===== src/rtl/pack_fifo.sv =====
// rtl/pack_fifo.sv - serializes one word into a byte FIFO, most-significant byte first
module pack_fifo #(
    parameter int WORD_BYTES = 16,
    parameter int CNT_W      = 4
) (
    input  logic                    clk,
    input  logic                    rst,
    input  logic                    load,
    input  logic [WORD_BYTES*8-1:0] data_in,
    input  logic                    fifo_full,
    output logic                    ready,
    output logic                    push,
    output logic [7:0]              data_out,
    output logic                    done
);
    localparam int WORD_W = WORD_BYTES * 8;
    localparam logic [CNT_W-1:0] LAST_IDX = CNT_W'(WORD_BYTES - 1);

    typedef enum logic [1:0] {
        IDLE,
        SEND,
        DONE
    } state_t;

    state_t            state;
    logic [WORD_W-1:0] shreg;
    logic [CNT_W-1:0]  cnt;
    logic              done_r;

    // Gated by rst so nothing is accepted or written during the reset cycle itself.
    assign ready    = (state == IDLE) && !rst;
    assign push     = (state == SEND) && !fifo_full && !rst;
    assign data_out = shreg[WORD_W-1 -: 8];
    assign done     = done_r;

    always_ff @(posedge clk) begin
        if (rst) begin
            state  <= IDLE;
            shreg  <= '0;
            cnt    <= '0;
            done_r <= 1'b0;
        end else begin
            case (state)
                IDLE: begin
                    if (load) begin
                        shreg <= data_in;
                        cnt   <= '0;
                        state <= SEND;
                    end
                end
                SEND: begin
                    // A stalled cycle leaves shreg and cnt untouched so data_out stays stable.
                    if (!fifo_full) begin
                        shreg <= shreg << 8;
                        cnt   <= cnt + 1'b1;
                        if (cnt == LAST_IDX) begin
                            state  <= DONE;
                            done_r <= 1'b1;
                        end
                    end
                end
                DONE: begin
                    state  <= IDLE;
                    done_r <= 1'b0;
                end
                default: begin
                    state  <= IDLE;
                    done_r <= 1'b0;
                end
            endcase
        end
    end
endmodule


===== config.mk =====
export PLATFORM = sky130hd
export DESIGN_NAME = pack_fifo
export DESIGN_NICKNAME = d
export VERILOG_FILES = /design/src/rtl/pack_fifo.sv
export SDC_FILE = /design/constraint.sdc
export NUM_CORES = 1
export LEC_CHECK = 0
export CAP_MARGIN = 20
export CORE_MARGIN = 2
export CORE_UTILIZATION = 45
export DETAILED_ROUTE_END_ITERATION = 6
export HOLD_SLACK_MARGIN = 0.08
export PLACE_DENSITY = 0.79
export SETUP_SLACK_MARGIN = 0.1
export SYNTH_ARGS = -nofsm -noshare
export SYNTH_HDL_FRONTEND = slang
export SYNTH_SLANG_ARGS = --single-unit
export TNS_END_PERCENT = 1

===== constraint.sdc =====
create_clock -name clk -period 2.9 [get_ports clk]
set_input_delay 0.435 -clock clk [delete_from_list [all_inputs] [get_ports clk]]
set_output_delay 0.435 -clock clk [all_outputs]
set_load 0.05 [all_outputs]

==> results of run 1 <==
==> power by group <==
part	leakage (nW)	internal [mW]	switching (mW)
clock network	0.280	1.34	0.760
registers	1.12	2.02	0.117
logic	1.41	0.375	0.389
==> placed cells by master, fill, tap and decap left out, types with 3 or more instances in the layout <==
| master | n |
|---|---|
| a32o_1 | 8 |
| inv_1 | 121 |
| clkinvlp_4 | 3 |
| o221ai_2 | 80 |
| a21oi_1 | 124 |
| nor3_1 | 3 |
| clkdlybuf4s50_1 | 140 |
| clkbuf_8 | 4 |
| dfxtp_1 | 135 |
| clkbuf_16 | 17 |
| clkinv_2 | 3 |
| o221ai_1 | 40 |
| buf_4 | 7 |
| buf_12 | 6 |
| nand2b_1 | 4 |
==> tightest hold or removal path, cell delays in order, from the launching register on <==
cell,delay [ns]
dfxtp_1,0.31
inv_1,0.05
a21oi_1,0.05
==> metrics by stage <==
step	power, mW	area (um^2)
after global placement	2.91	7400
final	5.01	7980
after floorplan	2.63	6000
after global routing	5.22	7980
after CTS	5.04	7980
after detailed placement	2.93	7400
==> cell type report <==
type	count	area [um^2]	area share, %
sequential	135	2700	33.9
clock buffer	22	484	6.07
timing repair buffer	153	1570	19.7
clock inverter	8	97.6	1.22
multi-input combinational	278	2440	30.6
tap	176	220	2.76
inverter	122	460	5.77
==> layer usage <==
metal	vias to the layer above	GRT usage [%]
li1	2395	-
met3	12	6.03
met5	-	0
met2	141	34.5
met4	0	6.76
met1	2372	28.1
==> cells by family (layout without fill, tap and decap cells) <==
family / Yosys count / after routing / synth area share, %
adders and majority gates: 1 / 1 / 0.208
AOI/OAI and AO/OA: 260 / 260 / 38.6
DFF: 135 / 135 / 45.0
buffers and inverters: 188 / 305 / 14.5
and+or+nand+nor: 17 / 17 / 1.69
==> worst max-delay path by stage <==
stage                     slack, ns   endpoint       from
after floorplan                0.70       push   state[1]
after global placement         0.72  shreg[37]  fifo_full
after detailed placement       0.66  shreg[52]  fifo_full
after CTS                      0.78       push   state[0]
after global routing           0.70       push   state[0]
final                          0.78       push   state[0]
==> registers in the layout, summed over array words and instances, names as in the netlist <==
name   cells
done       1
state      2
cnt        4
shreg    128
==> results.cfg, run 1 <==
[status]
status = finished clean

[detailed_routing]
met1_length_mm = 6.57
antenna_left = 0
drt_iter0_drc = 496
drc = 0
wl_met2_mm = 7.33
top_layer = met4
met3_length_um = 862
vias_per_cell = 5.50
drt-pass1-iter-count = 5
route.vias.total = 4920
routed_wl_mm = 14.9
wl_per_cell_um = 16.7

[global_routing]
antenna_found_initial = 0
grt_pass1_vias = 4888
overflow = 0
grt_pass1_wl_mm = 24.5
grt_max_degree = 70
track_usage_pct = 21.5

[worst_setup_path]
r2r_end = shreg[52]
critPathRequiredTime_ns = 2.47
rrSetupSlack_ns = 1.09
cp-start-kind = flip-flop
critPathArrivalTime_ns = 1.68
cp_slowest_cell = dfxtp_1
cp_max_fo = 9
reg2reg_from = state[0]
worst-path-stages = 3
path_delay_family = simple AND/OR/NAND/NOR gates
reg2regPathDepth = 4
critPathBufInv = 1
path_cells = or3b_4, nor2_1, buf_12
max_stage_delay_ns = 0.48
end_kind = output pin
worstSetupPathType = flip-flop to output pin

[cts]
postCtsSetupBuffers = 0
clkTransAtPathRegs_ns = 0.06
clockBufferDepth = 2
cts_buffers = 17
htreeDepth = 4
cts_sinks = 135
cts_root_buf = clkbuf_16
cts_tree = built
post_cts_resized = 0
insertion_delay_ns = 0.41
cts_hold_buf = 0

[final_layout]
instances_no_fill = 894
nets = 840
antenna_cells = 0
drive_gt1_share_pct = 17.8
final_core_util_pct = 60.8
area_delta_synth_final_pct = 33.0
n_fill_cell = 1052

[floorplanning]
ioPinCount = 143
dieHeight_um = 119
dieArea_um2 = 14300
rows = 42
die_w_um = 119
core-area_um2 = 13100
start_util_pct = 45.7

[min_path]
hold_path_class = flip-flop to flip-flop
worstHoldPathCells = 2
whs_endpoint = shreg[126]
hp-start = shreg[126]

[timing]
period_minus_slack_ns = 2.12
max_freq_mhz = 473
max_slew_margin_pct = 51.5
period_share_pct = 72.9
skew_ns = 0.00644
setup_slack_ns = 0.785
hold_viol = 0
setup_viol = 0
tns_ns = 0
slew_violations = 0
tightest_slew_ns = 0.727
whs_ns = 0.445
rsz0062_at_grt = no

[logic_synthesis]
ys_ff_latch = 135
yosysTopAreaCellShare_pct = 45.0
synth_commonest_cells = dfxtp_1, a21oi_1, inv_1
dominantRegCellSynth = dfxtp_1
yosysMostFrequentCell = dfxtp_1
async_flop_share_pct = 0
yosysWarnings = 0
synth_nets = 734
avgSynthCellArea_um2 = 9.98
synth.distinct_cells = 29
synth_edf_count = 0
synthCells = 601
synth_area_um2 = 6000
synth_top_cells_by_area = dfxtp_1, o221ai_2, a21oi_1
yosys.area.top_type = dfxtp_1
synth.yosys.seq_area_share_pct = 45.0

[placement]
hpwl_mm = 9.79
io_buffers = 142
dp.cells = 864
place_congestion = 0.818
post-place-ws_ns = 0.656

[pwr]
peakVddDrop_mv = 0.412
power_density_nw_per_um2 = 627
leakage_nw = 2.80

[job]
drv_cap = 0
No activity file was read; power rests on OpenSTA's default activity.
==> run 2: changes to the inputs <==
--- a/config.mk
+++ b/config.mk
@@ -10,7 +10,7 @@
 export CORE_UTILIZATION = 45
 export DETAILED_ROUTE_END_ITERATION = 6
 export HOLD_SLACK_MARGIN = 0.08
-export PLACE_DENSITY = 0.79
+export PLACE_DENSITY = 0.82
 export SETUP_SLACK_MARGIN = 0.1
 export SYNTH_ARGS = -nofsm -noshare
 export SYNTH_HDL_FRONTEND = slang
==> constraint.sdc (replaced) <==
create_clock -name clk -period 1.7 [get_ports clk]
set_input_delay 0.255 -clock clk [delete_from_list [all_inputs] [get_ports clk]]
set_output_delay 0.255 -clock clk [all_outputs]
set_load 0.05 [all_outputs]
==> run 2 against run 1 <==
  * Critical path depth did not move
  * First-iteration DRC count fell by 25%
  * Sequential share of layout area fell by 1.1 points
  * Clock-buffer cell count fell by 3
  * Via count rose by 2.2%
  * Core utilization grew 2.0 points
  * Worst setup slack lost 0.76 ns
  * Hold slack better by 0.0033 ns
  * Combinational power increased by 79%
  * Sequential power up 71%
  * Final cell count is 2.9% higher
  * Largest power group is now clock
==> results.cfg, run 2 (synthesized netlist as in run 1, its figures left out) <==
[status]
status = finished clean

[cts]
htreeDepth = 4
cts_sinks = 135
cts_tree = built
clkTransAtPathRegs_ns = 0.06
cts_root_buf = clkbuf_16
clockBufferDepth = 2
insertion_delay_ns = 0.42
cts_buffers = 17

[final_layout]
final_cell_mix = dfxtp_1, clkdlybuf4s50_1, a21oi_1
layout_commonest_cell = dfxtp_1
final_core_util_pct = 62.8
regMostFlops = shreg
area_delta_synth_final_pct = 37.4
instances_no_fill = 920
nets = 864
top_regs = shreg: 128 flops, cnt: 4 flops, state: 2 flops
n_fill_cell = 1060
drive_gt1_share_pct = 22.4
largest_reg_flops = 128
antenna_cells = 0

[detailed_routing]
wl_per_cell_um = 16.1
route.vias.total = 5026
antenna_left = 0
drt-pass1-iter-count = 4
vias_per_cell = 5.46
routed_wl_mm = 14.8
drc = 0
drt_iter0_drc = 371

[global_routing]
antenna_found_initial = 0
grt_max_degree = 62
grt_pass1_vias = 5044
track_usage_pct = 21.3
overflow = 0
grt_pass1_wl_mm = 24.2

[min_path]
hold_path_class = primary input to flip-flop

[floorplanning]
rows = 42
start_util_pct = 45.7
ioPinCount = 143
die_w_um = 119
dieArea_um2 = 14300
core-area_um2 = 13100
dieHeight_um = 119

[worst_setup_path]
critPathRequiredTime_ns = 1.44
cp_max_fo = 3
end_kind = output pin
cp-start-kind = flip-flop
critPathArrivalTime_ns = 1.42
worstSetupPathType = flip-flop to output pin

[timing]
rsz0062_at_grt = yes
tns_ns = 0
setup_viol = 0
skew_ns = 0.00630
max_slew_margin_pct = 81.1
slew_violations = 0
period_minus_slack_ns = 1.67
whs_ns = 0.448
period_share_pct = 98.3
max_freq_mhz = 598
hold_viol = 0
tightest_slew_ns = 0.283

[pwr]
leakage_nw = 2.97
power_density_nw_per_um2 = 1060
peakVddDrop_mv = 0.622

[placement]
io_buffers = 142
hpwl_mm = 10.3
place_congestion = 0.820
dp.cells = 887

[job]
drv_cap = 0
run 2: timing repair:
| action | in CTS | in global routing |
|---|---|---|
| endpoints found under the hold margin | 0 | 0 |
| endpoints found under the setup margin | 2 | 2 |
| setup buffers | 1 | 0 |
| gates resized for setup | 1 | 1 |
| hold buffers | 0 | 0 |
| pin swaps | 1 | 1 |
run 2: worst paths after layout:
check | start | endpoint | slack, ns | cells after the start
worst max-delay path | state[1] | push | 0.03 | 3
worst min-delay path | data_in[4] | shreg[4] | 0.45 | 2
worst max register to register | state[1] | shreg[42] | 0.13 | 5
worst min register to register | shreg[114] | shreg[114] | 0.45 | 2
run 2: layer usage:
layer,global-route usage (%),routed length (um),part of all wire (%),up-vias
li1,-,-,-,2446
met1,26.6,6390,43,2418
met2,35.8,7560,51,143
met3,4.45,710,4.8,19
met4,8.82,190,1.3,0
met5,0,0,0,-
run 2: critical path: stages, from the launching register on:
cell and delay [ns]:
dfxtp_1 0.34, or3b_4 0.41, nor2_4 0.11, buf_12 0.14
run 2: final cells by class:
class / count / area [um^2] / area share [%]
clock buffer: 19 / 453 / 5.49
clock inverter: 13 / 154 / 1.87
inverter: 122 / 460 / 5.58
multi-input combinational: 278 / 2460 / 29.8
sequential: 135 / 2700 / 32.8
tap: 176 / 220 / 2.67
timing repair buffer: 177 / 1790 / 21.8
run 2: power by group:
group / switching (mW) / internal (mW)
combinational: 0.676 / 0.697
sequential: 0.197 / 3.45
clock: 1.37 / 2.37
run 2: per-stage QoR:
step | worst slack [ns] | total power [mW] | cell area, um^2
CTS | 0.0139 | 8.82 | 8240
global route | -0.00349 | 9.12 | 8250
global placement | -0.151 | 5.03 | 7620
floorplan | 0.0299 | 4.48 | 6010
detailed placement | -0.178 | 5.08 | 7620
finish | 0.0284 | 8.76 | 8250
